### config.mk
export PLATFORM = sky130hd
export DESIGN_NAME = pipeio_mmio
export DESIGN_NICKNAME = d
export VERILOG_FILES = /design/src/rtl/pipeio_mmio.sv
export SDC_FILE = /design/constraint.sdc
export NUM_CORES = 1
export LEC_CHECK = 0
export ABC_AREA = 0
export CAP_MARGIN = 5
export CORE_UTILIZATION = 30
export CTS_BUF_LIST = sky130_fd_sc_hd__clkbuf_16
export CTS_CLUSTER_SIZE = 20
export DETAILED_ROUTE_END_ITERATION = 7
export SYNTH_ARGS = -nofsm -noshare
export SYNTH_HDL_FRONTEND = slang
export SYNTH_SLANG_ARGS = --single-unit
### constraint.sdc
create_clock -name clock -period 7.4 [get_ports clock]
set_input_delay 1.48 -clock clock [delete_from_list [all_inputs] [get_ports clock]]
set_output_delay 1.48 -clock clock [all_outputs]
set_load 0.01 [all_outputs]
### src/rtl/pipeio_mmio.sv
// Memory-mapped I/O unit for the pipelined CPU's MEM stage.
// Provides N_OUT writable output registers, N_IN synchronised input ports
// with sticky change flags, a reloadable down-counter timer and a maskable
// interrupt. Read data is combinational so the WB mux sees it in the same
// cycle the address is presented.
module pipeio_mmio #(
    parameter int DATA_W   = 32,
    parameter int N_IN     = 2,
    parameter int IN_W     = 6,
    parameter int N_OUT    = 4,
    parameter int IO_BIT   = 7,
    parameter int PRESCALE = 1
) (
    input  logic                    clock,
    input  logic                    resetn,
    input  logic                    we,
    input  logic [31:0]             addr,
    input  logic [DATA_W-1:0]       wdata,
    output logic                    io_sel,
    output logic [DATA_W-1:0]       rdata,
    input  logic [N_IN*IN_W-1:0]    in_ports,
    output logic [N_OUT*DATA_W-1:0] out_ports,
    output logic                    irq
);

    localparam int PS_W = (PRESCALE > 1) ? $clog2(PRESCALE) : 1;

    localparam logic [4:0] OFF_STATUS  = 5'd16;
    localparam logic [4:0] OFF_TCOUNT  = 5'd17;
    localparam logic [4:0] OFF_TCTRL   = 5'd18;
    localparam logic [4:0] OFF_TRELOAD = 5'd19;
    localparam logic [4:0] OFF_MASK    = 5'd20;

    logic [4:0]        offset;
    logic              wr_en;
    logic              unused_addr;

    logic [DATA_W-1:0] out_q   [N_OUT];
    logic [IN_W-1:0]   sync1_q [N_IN];
    logic [IN_W-1:0]   sync2_q [N_IN];
    logic [IN_W-1:0]   prev_q  [N_IN];

    logic [31:0]       status_q;
    logic [31:0]       mask_q;
    logic [DATA_W-1:0] tcount_q;
    logic [DATA_W-1:0] treload_q;
    logic [1:0]        tctrl_q;
    logic [PS_W-1:0]   presc_q;

    logic              tick;
    logic              timeout;
    logic [DATA_W-1:0] tcount_d;
    logic [PS_W-1:0]   presc_d;
    logic [31:0]       set_bits;
    logic [31:0]       clear_bits;

    assign io_sel      = addr[IO_BIT];
    assign offset      = addr[6:2];
    assign wr_en       = we & io_sel;
    assign unused_addr = ^addr;
    assign irq         = |(status_q & mask_q);

    genvar g;
    generate
        for (g = 0; g < N_OUT; g++) begin : g_out
            assign out_ports[g*DATA_W +: DATA_W] = out_q[g];
        end
    endgenerate

    // Output registers capture store data addressed to their word offset
    always_ff @(posedge clock or negedge resetn) begin
        if (!resetn) begin
            for (int i = 0; i < N_OUT; i++) out_q[i] <= '0;
        end else begin
            for (int i = 0; i < N_OUT; i++) begin
                if (wr_en && offset == 5'(i)) out_q[i] <= wdata;
            end
        end
    end

    // Two-flop synchroniser per input port plus a previous-value flop for edge detection
    always_ff @(posedge clock or negedge resetn) begin
        if (!resetn) begin
            for (int i = 0; i < N_IN; i++) begin
                sync1_q[i] <= '0;
                sync2_q[i] <= '0;
                prev_q[i]  <= '0;
            end
        end else begin
            for (int i = 0; i < N_IN; i++) begin
                sync1_q[i] <= in_ports[i*IN_W +: IN_W];
                sync2_q[i] <= sync1_q[i];
                prev_q[i]  <= sync2_q[i];
            end
        end
    end

    // Prescaler tick generation; counter sits at zero whenever the timer is disabled
    always_comb begin
        tick    = tctrl_q[0] && (presc_q == PS_W'(PRESCALE - 1));
        presc_d = presc_q;
        if (!tctrl_q[0] || tick) begin
            presc_d = '0;
        end else begin
            presc_d = presc_q + PS_W'(1);
        end
    end

    // Timer countdown; a CPU write to TCOUNT overrides and swallows a coincident tick
    always_comb begin
        tcount_d = tcount_q;
        timeout  = 1'b0;
        if (wr_en && offset == OFF_TCOUNT) begin
            tcount_d = wdata;
        end else if (tick) begin
            if (tcount_q > DATA_W'(1)) begin
                tcount_d = tcount_q - DATA_W'(1);
            end else if (tcount_q == DATA_W'(1)) begin
                timeout  = 1'b1;
                tcount_d = tctrl_q[1] ? treload_q : '0;
            end
        end
    end

    // Sticky status sources and write-1-to-clear mask; new events override clears
    always_comb begin
        set_bits = '0;
        for (int i = 0; i < N_IN; i++) begin
            set_bits[i] = (sync2_q[i] != prev_q[i]);
        end
        set_bits[31] = timeout;
        clear_bits   = (wr_en && offset == OFF_STATUS) ? wdata[31:0] : '0;
    end

    // Timer, control, mask and status register updates
    always_ff @(posedge clock or negedge resetn) begin
        if (!resetn) begin
            status_q  <= '0;
            mask_q    <= '0;
            tcount_q  <= '0;
            treload_q <= '0;
            tctrl_q   <= '0;
            presc_q   <= '0;
        end else begin
            status_q <= (status_q & ~clear_bits) | set_bits;
            tcount_q <= tcount_d;
            presc_q  <= presc_d;
            if (wr_en && offset == OFF_TCTRL)   tctrl_q   <= wdata[1:0];
            if (wr_en && offset == OFF_TRELOAD) treload_q <= wdata;
            if (wr_en && offset == OFF_MASK)    mask_q    <= wdata[31:0];
        end
    end

    // Combinational read mux; anything outside I/O space or unmapped reads zero
    always_comb begin
        rdata = '0;
        if (io_sel) begin
            for (int i = 0; i < N_OUT; i++) begin
                if (offset == 5'(i)) rdata = out_q[i];
            end
            for (int i = 0; i < N_IN; i++) begin
                if (offset == 5'(8 + i)) rdata = DATA_W'(sync2_q[i]);
            end
            case (offset)
                OFF_STATUS:  rdata = DATA_W'(status_q);
                OFF_TCOUNT:  rdata = tcount_q;
                OFF_TCTRL:   rdata = DATA_W'(tctrl_q);
                OFF_TRELOAD: rdata = treload_q;
                OFF_MASK:    rdata = DATA_W'(mask_q);
                default:     ;
            endcase
        end
    end

endmodule

; After elaboration in Yosys (flattened, before gate mapping)
; Index checks and enable logic that the tools add are counted.
[word_totals]
ff_bits = 295
wordCells = 74
[op_classes]
n_addsub = 2
mux = 19
order_cmp = 1
bitwise_logic = 6
reduce_logical = 17
n_eq_ne = 13
[ops]
columns = cell, count
row1 = two-way mux 32 bit, 13
row2 = one-hot mux 32 bit (5 select lines), 1
row3 = AND 32 bit, 2
row4 = == test 32 x 1 -> 1 bit (second input constant), 1
row5 = greater-than comparator 32 x 1 -> 1 bit (second input constant), 1
row6 = inverter 32 bit, 1
row7 = OR 32 bit, 1
row8 = OR reduction 32 bit, 1
row9 = subtractor 32 x 1 -> 32 bit (second input constant), 1
row10 = == test 5 bit (second input constant), 5
row11 = != test 6 bit, 2
row12 = == test 5 x 2 -> 1 bit (second input constant), 2
row13 = == test 5 x 4 -> 1 bit (second input constant), 2
row14 = logical AND 1 bit, 10
row15 = == test 5 x 1 -> 1 bit (second input constant), 1
row16 = logical NOT 5 bit, 1
row17 = two-way mux 1 bit, 5
row18 = nonzero test 3 bit, 1
row19 = AND reduction 2 bit, 1
row20 = nonzero test 2 bit, 1
row21 = adder 1 bit (second input constant), 1
row22 = AND 1 bit, 1
row23 = logical NOT 1 bit, 1
row24 = logical OR 1 bit, 1
row25 = inverter 1 bit, 1

; Depth between registers and ports, before layout
; Gate-level depths: netlist (run 1).
[depth]
ltp_word = 9
mapped_depth = 9
depth_no_buf = 8

; Worst setup path after synthesis (run 1)
; OpenSTA, ideal clock, no wires.
[synth_timing]
kind = input to output
startpoint = input port addr[6]
endpoint = output port rdata[11]
t_arrival_ns = 3.257
path_slack_ns = 2.663
required_time_ns = 5.920
cell_stages = 7
cell_sequence = clkbuf_1 nand2b_1 nor4b_2 buf_2 buf_1 a22oi_1 a41oi_1
[synth_via]
elab_chain_cells = 9
elab_cells_between_ends = 19
classes_between = 10 x eq/ne / 8 x mux / 1 x reduce/logical
[synth_lines]
columns = item, line_no
row1 = "start, declared", 17  ; input logic [31:0] addr,
row2 = logical NOT 5 bit, 159  ; if (offset == 5'(i)) rdata = out_q[i];
row3 = two-way mux 32 bit (4 in series), 159
row4 = two-way mux 32 bit (2 in series), 162  ; if (offset == 5'(8 + i)) rdata = DATA_W'(sync2_q[i]);
row5 = one-hot mux 32 bit (5 select lines) *, 164  ; case (offset)
row6 = two-way mux 32 bit *, 157  ; if (io_sel) begin
row7 = "end, declared", 20  ; output logic [DATA_W-1:0] rdata,
; Mark *: on every way between the ends. The rest lies on a longest branch, timed or not.

; Final worst setup path (run 1)
[layout_timing]
startpoint = input port addr[2]
endpoint = output port rdata[18]
; Same word-level chain as after synthesis.

==> out/results.txt, run 1 <==
outcome - finished clean
vias in the first global route - 11,000
Vias - 10,800
Gate Count Post-Synth - 1,124
Max Cap Viol - 0
post-route ant nets - 0
post-cts gate resize count - 0
Sw Pwr - 1.48 mW
Syn-to-layout area delta - 29.4%
logic gate share of total power - 19.7%
I/O pin cnt - 241
ys async rst share - 100%
Tot Pwr - 4.87 mW
buffer depth of the longest clock path - 3
reg-to-reg slack, setup - 3.64 ns
fin. max-slew vios - 0
share of the synthesized area in the top cell type - 54.1%
Cell Area, Synth - 13,700 um^2
Worst EP arrival - 5.10 ns
Multi-input gate area - 5980 um^2
Net Sw Frac - 30.3%
Clock power frac - 36.5%
final setup violating endpoints - 0
Post-Syn Area per Cell - 12.1 um^2
Least-Margin Pin Slew - 1.32 ns
Initial DRT Pass Iterations - 6
# rows - 77
R2R depth - 7
vias per cell - 5.56
Routability Congestion - 0.917
hold buffer count at cts - 0
worst setup path endpoint - rdata[18]
Synth area leader - dfrtp_1
Die ar. - 46,400 um^2
non-filler instance count after layout - 1,935
first-pass GRT wire length - 70.6 mm
hold violation total from the final report - 0
I/O Buffers - 214
clock latency on the worst-skew pair - 0.56 ns
# H-tree levels - 2
largest net degree at the start of global routing - 130
worst setup path start - addr[2]
final net count - 1,397
distinct cell type count after synthesis - 67
number of synthesized flops with an enable pin - 0
Final Util - 39.7%
sequential fraction of design power - 43.8%
path type of the worst setup path - in2out
Hold WC Path Type - reg2reg
DR iter-0 viols - 814
Synthesis Warnings - 0
die height - 215 um
Critical Path RT - 5.92 ns
Initial Util - 30.7%
fill count - 4,301
Critical R2R Capture - tcount_q[7]$_DFFE_PN0P_
most numerous cell in the Yosys netlist - dfrtp_1
area of the core - 44,500 um^2
Sequential cell area - 7380 um^2
dpl cells - 1,870
Pwr per Cell Area - 275 nW/um^2
CP Capture Type - output port
ys flop type - dfrtp_1
Setup Buffers After CTS - 0
register area share after synthesis - 54.1%
wire per inst - 24.1 um
initial antenna violation count - 1
Diodes inserted - 0
Worst slew margin - 11.6%
TritonCTS buffer count - 36
CTS tree - done
DPL Wire Length - 31.1 mm
minimum clock period - 6.58 ns
CP max FO - 16
Net Count, Synth - 1,205
clock transition at the registers of the reported paths - 0.06 ns
Yosys reg bits - 295
most area-consuming cells after synthesis - dfrtp_1, mux2_2, a22oi_1
worst r2r src - tcount_q[11]$_DFFE_PN0P_
Max Clock Skew - 0.0234 ns
Worst Setup Start Kind - primary input
layout cells sized above 1 - 20.0%
remaining global-route overflow - 0
CTS root buf - clkbuf_16
Power Internal - 3.39 mW
Setup TNS - 0 ns
VDD IR-drop max - 0.000187 V
chip width - 215 um
Sink Count - 295
RSZ-0062 raised after global routing - false
leakage - 7.28 nW
Post-synth top cells - dfrtp_1, mux2_2, a22oi_1
GRT Resource Usage Total - 20.0%
Max Freq - 152 MHz
DRC Markers - 0
final worst-path cycle share - 88.9%
final wirelength - 46.7 mm
-- per-layer routing --
metal | GRT usage (%) | vias up | share of wire [%]
met2 | 30.7 | 433 | 46
met4 | 7.09 | 2 | 2.6
li1 | - | 4708 | -
met5 | 0 | - | 0.034
met3 | 4.32 | 78 | 6.9
met1 | 27.5 | 5545 | 45
-- power groups by stage --
stage | registers, mW | clock network, mW | logic (mW)
2_1_floorplan | 2.08 | 0 | 0.541
3_3_place_gp | 2.14 | 0 | 0.941
3_5_place_dp | 2.15 | 0 | 0.954
4_1_cts | 2.12 | 1.82 | 0.962
5_1_grt | 2.16 | 1.89 | 1.05
6_report | 2.13 | 1.78 | 0.961
-- worst max-delay path: stages --
cell and delay [ns]:
clkdlybuf4s50_1 0.81, or3b_1 0.59, nor2_2 0.79, buf_4 0.35, a22oi_1 0.16, a41oi_1 0.32
clkdlybuf4s50_1 0.58
-- per-stage QoR --
stage               worst slack (ns)  area [um^2]  hold WS, ns
floorplan                       2.66        13700        0.331
global placement               0.896        16500        0.333
detailed placement             0.856        16500        0.335
CTS                            0.858        17700        0.341
global route                   0.697        17700        0.353
finish                         0.821        17700        0.341
-- layout make-up --
| cell class | instances | share of cell area, % |
|---|---|---|
| Tap cell | 592 | 4.19 |
| Inverter | 6 | 0.127 |
| Clock buffer | 37 | 5.24 |
| Timing Repair Buffer | 237 | 13.3 |
| Multi-Input combinational cell | 740 | 33.9 |
| Clock inverter | 28 | 1.47 |
| Sequential cell | 295 | 41.8 |
-- state kept, by name, indices dropped and copies added (netlist names) --
name       cells
out_ports    128
mask_q        32
status_q      32
tcount_q      32
treload_q     32
prev_q        12
sync1_q       12
sync2_q       12
tctrl_q        2
presc_q        1
-- cells by family (layout without fill, tap and decap cells) --
family          Yosys count  count (layout)  share of synthesized area, %
fa+ha+maj                 2               2                         0.183
flops                   295             295                          54.1
mux                     200             200                          16.4
other cells               1               1                        0.0275
xor+xnor                 34              34                          2.18
simple gates            178             178                          7.09
compound gates          325             325                          17.3
buf+inv                  89             308                          2.71
-- layout by cell type (no fill, tap or decap), types with 6 or more instances in the layout --
cell / count
dfrtp_1: 295
clkdlybuf4s50_1: 213
mux2_2: 163
a22oi_1: 138
clkbuf_16: 37
nand2_1: 35
nor2_1: 32
mux2_1: 31
a21boi_0: 29
a21oi_1: 28
a31oi_1: 28
a41oi_1: 26
xor2_1: 24
buf_4: 20
o21ai_1: 17
nor4_1: 14
nor3_1: 13
nand3_1: 12
nand4_1: 12
inv_1: 11
and3_1: 10
xnor2_1: 10
o21ai_0: 9
a221oi_1: 8
o2bb2ai_1: 6
mux2i_1: 6
-- how the worst min path moves through the flow --
stage / from / slack (ns) / to / cells after the start
floorplan: sync1_q[0]$_DFF_PN0_ / 0.33 / sync2_q[0]$_DFF_PN0_ / 0
CTS: sync1_q[10]$_DFF_PN0_ / 0.34 / sync2_q[10]$_DFF_PN0_ / 0
global route: sync1_q[10]$_DFF_PN0_ / 0.35 / sync2_q[10]$_DFF_PN0_ / 0
global placement: sync1_q[5]$_DFF_PN0_ / 0.33 / sync2_q[5]$_DFF_PN0_ / 0
finish: sync1_q[10]$_DFF_PN0_ / 0.34 / sync2_q[10]$_DFF_PN0_ / 0
detailed placement: sync1_q[2]$_DFF_PN0_ / 0.33 / sync2_q[2]$_DFF_PN0_ / 0
No activity file was read; power rests on OpenSTA's default activity.
==> run 2, diff against run 1 <==
--- a/config.mk
+++ b/config.mk
@@ -8,9 +8,10 @@
 export ABC_AREA = 0
 export CAP_MARGIN = 5
 export CORE_UTILIZATION = 30
-export CTS_BUF_LIST = sky130_fd_sc_hd__clkbuf_16
+export CTS_BUF_LIST = sky130_fd_sc_hd__clkbuf_4 sky130_fd_sc_hd__clkbuf_8
 export CTS_CLUSTER_SIZE = 20
 export DETAILED_ROUTE_END_ITERATION = 7
+export DONT_BUFFER_PORTS = 1
 export SYNTH_ARGS = -nofsm -noshare
 export SYNTH_HDL_FRONTEND = slang
 export SYNTH_SLANG_ARGS = --single-unit
==> run 2 against run 1 <==
Via count shrank 5.2%. Sequential cell count unchanged. Critical path depth decreased by 2. Sequential power rose by 3%. Worst hold slack better by 0.0060 ns. Combinational power down 35%. Setup slack improved by 1.2 ns. Die area is the same. Largest cell class unchanged. Highest routed layer is now met4.
==> out/results.txt, run 2 (synthesis results as in run 1) <==
Critical Path RT - 5.92 ns
final net count - 1,199
CP Capture Type - output port
# H-tree levels - 2
remaining global-route overflow - 0
I/O pin cnt - 241
worst hold-check slack - 0.347 ns
final wirelength - 46.4 mm
commonest non-fill, non-tap cells in the layout - dfrtp_1, mux2_2, a22oi_1
largest net degree at the start of global routing - 296
Worst EP arrival - 3.92 ns
post-cts gate resize count - 0
initial antenna violation count - 1
Tot Pwr - 4.64 mW
Max Cap Viol - 0
Vias - 10,200
Hold WC Path Type - reg2reg
first-pass GRT wire length - 69.1 mm
path type of the worst setup path - in2out
dpl cells - 1,654
post-route ant nets - 0
Worst Setup Start Kind - primary input
Diodes inserted - 0
hold violation total from the final report - 0
cell area after layout - 15,600 um^2
final worst-path cycle share - 72.9%
DR iter-0 viols - 891
Placed Area - 14,300 um^2
die height - 215 um
leakage - 6.56 nW
Setup Buffers After CTS - 0
Setup TNS - 0 ns
most common cell after layout, fill and taps aside - dfrtp_1
GRT Resource Usage Total - 19.8%
minimum clock period - 5.40 ns
buffer depth of the longest clock path - 3
CTS root buf - clkbuf_8
RSZ-0062 raised after global routing - false
Die ar. - 46,400 um^2
non-filler instance count after layout - 1,751
CTS tree - done
Least-Margin Pin Slew - 1.12 ns
max reg flops - 128
CP max FO - 18
Syn-to-layout area delta - 14.0%
# rows - 77
wire per inst - 26.5 um
DRC Markers - 0
layout cells sized above 1 - 26.5%
vias in the first global route - 10,400
Sink Count - 295
VDD IR-drop max - 0.000182 V
clock transition at the registers of the reported paths - 0.05 ns
chip width - 215 um
vias per cell - 5.83
Initial Util - 30.7%
Initial DRT Pass Iterations - 7
area of the core - 44,500 um^2
clock latency on the worst-skew pair - 0.65 ns
fill count - 4,437
final setup violating endpoints - 0
Pwr per Cell Area - 298 nW/um^2
TritonCTS buffer count - 54
Max Clock Skew - 0.0265 ns
I/O Buffers - 0
Routability Congestion - 0.917
DPL Wire Length - 30.7 mm
hold buffer count at cts - 0
Max Freq - 185 MHz
fin. max-slew vios - 0
outcome - finished clean
Worst slew margin - 25.0%
run 2: cell count changes in the layout (fill, tap and decap cells not counted), sizes merged, moves of 3 or more:
cell           before  now
clkdlybuf4s50     213    0
clkbuf             37   82
inv                14    6
buf                24   21
clkinv             12    9
clkinvlp            4    1
run 2: layout make-up:
| type | instances | area, um^2 | share of cell area, % |
|---|---|---|---|
| clock buffers | 82 | 1080 | 6.93 |
| clock inverters | 15 | 206 | 1.33 |
| inverters | 6 | 22.5 | 0.145 |
| multi-input cells | 740 | 5980 | 38.4 |
| flip-flops and latches | 295 | 7380 | 47.4 |
| well taps | 592 | 741 | 4.76 |
| repair buffers | 21 | 158 | 1.01 |
run 2: per-layer routing:
| layer | vias up | part of all wire, % | GRT usage [%] |
|---|---|---|---|
| met2 | 465 | 46 | 30.9 |
| met5 | - | 0 | 0 |
| met1 | 5343 | 42 | 26.5 |
| li1 | 4323 | - | - |
| met3 | 80 | 9.0 | 5.56 |
| met4 | 0 | 2.6 | 6.62 |
run 2: power breakdown:
part	internal, mW	switching (mW)	leakage, nW
Combinational	0.309	0.313	2.05
Clock	1.10	0.726	0.675
Sequential	1.84	0.353	3.83
run 2: stage by stage:
| step | worst slack, ns | utilization (%) |
|---|---|---|
| final | 2.00 | 35.0 |
| after global routing | 1.91 | 35.0 |
| after CTS | 2.03 | 35.0 |
| after detailed placement | 2.04 | 32.1 |
| after global placement | 2.05 | 32.1 |
| after floorplan | 2.66 | - |
run 2: final timing paths:
check	from	to	slack, ns	depth (start not counted)
worst min-delay path	sync1_q[11]$_DFF_PN0_	sync2_q[11]$_DFF_PN0_	0.35	0
max in group asynchronous	resetn	out_ports[125]$_DFFE_PN0P_	6.36	0
min in group asynchronous	resetn	out_ports[100]$_DFFE_PN0P_	0.55	0
worst max register to register	tcount_q[11]$_DFFE_PN0P_	tcount_q[15]$_DFFE_PN0P_	4.08	6
worst min register to register	sync1_q[11]$_DFF_PN0_	sync2_q[11]$_DFF_PN0_	0.35	0
worst max-delay path	addr[2]	rdata[26]	2.00	5
run 2: worst max-delay path, stage by stage:
cell and delay (ns):
or3_1 0.52, nor3_4 0.89, buf_4 0.48, a22oi_1 0.15, a41oi_1 0.38
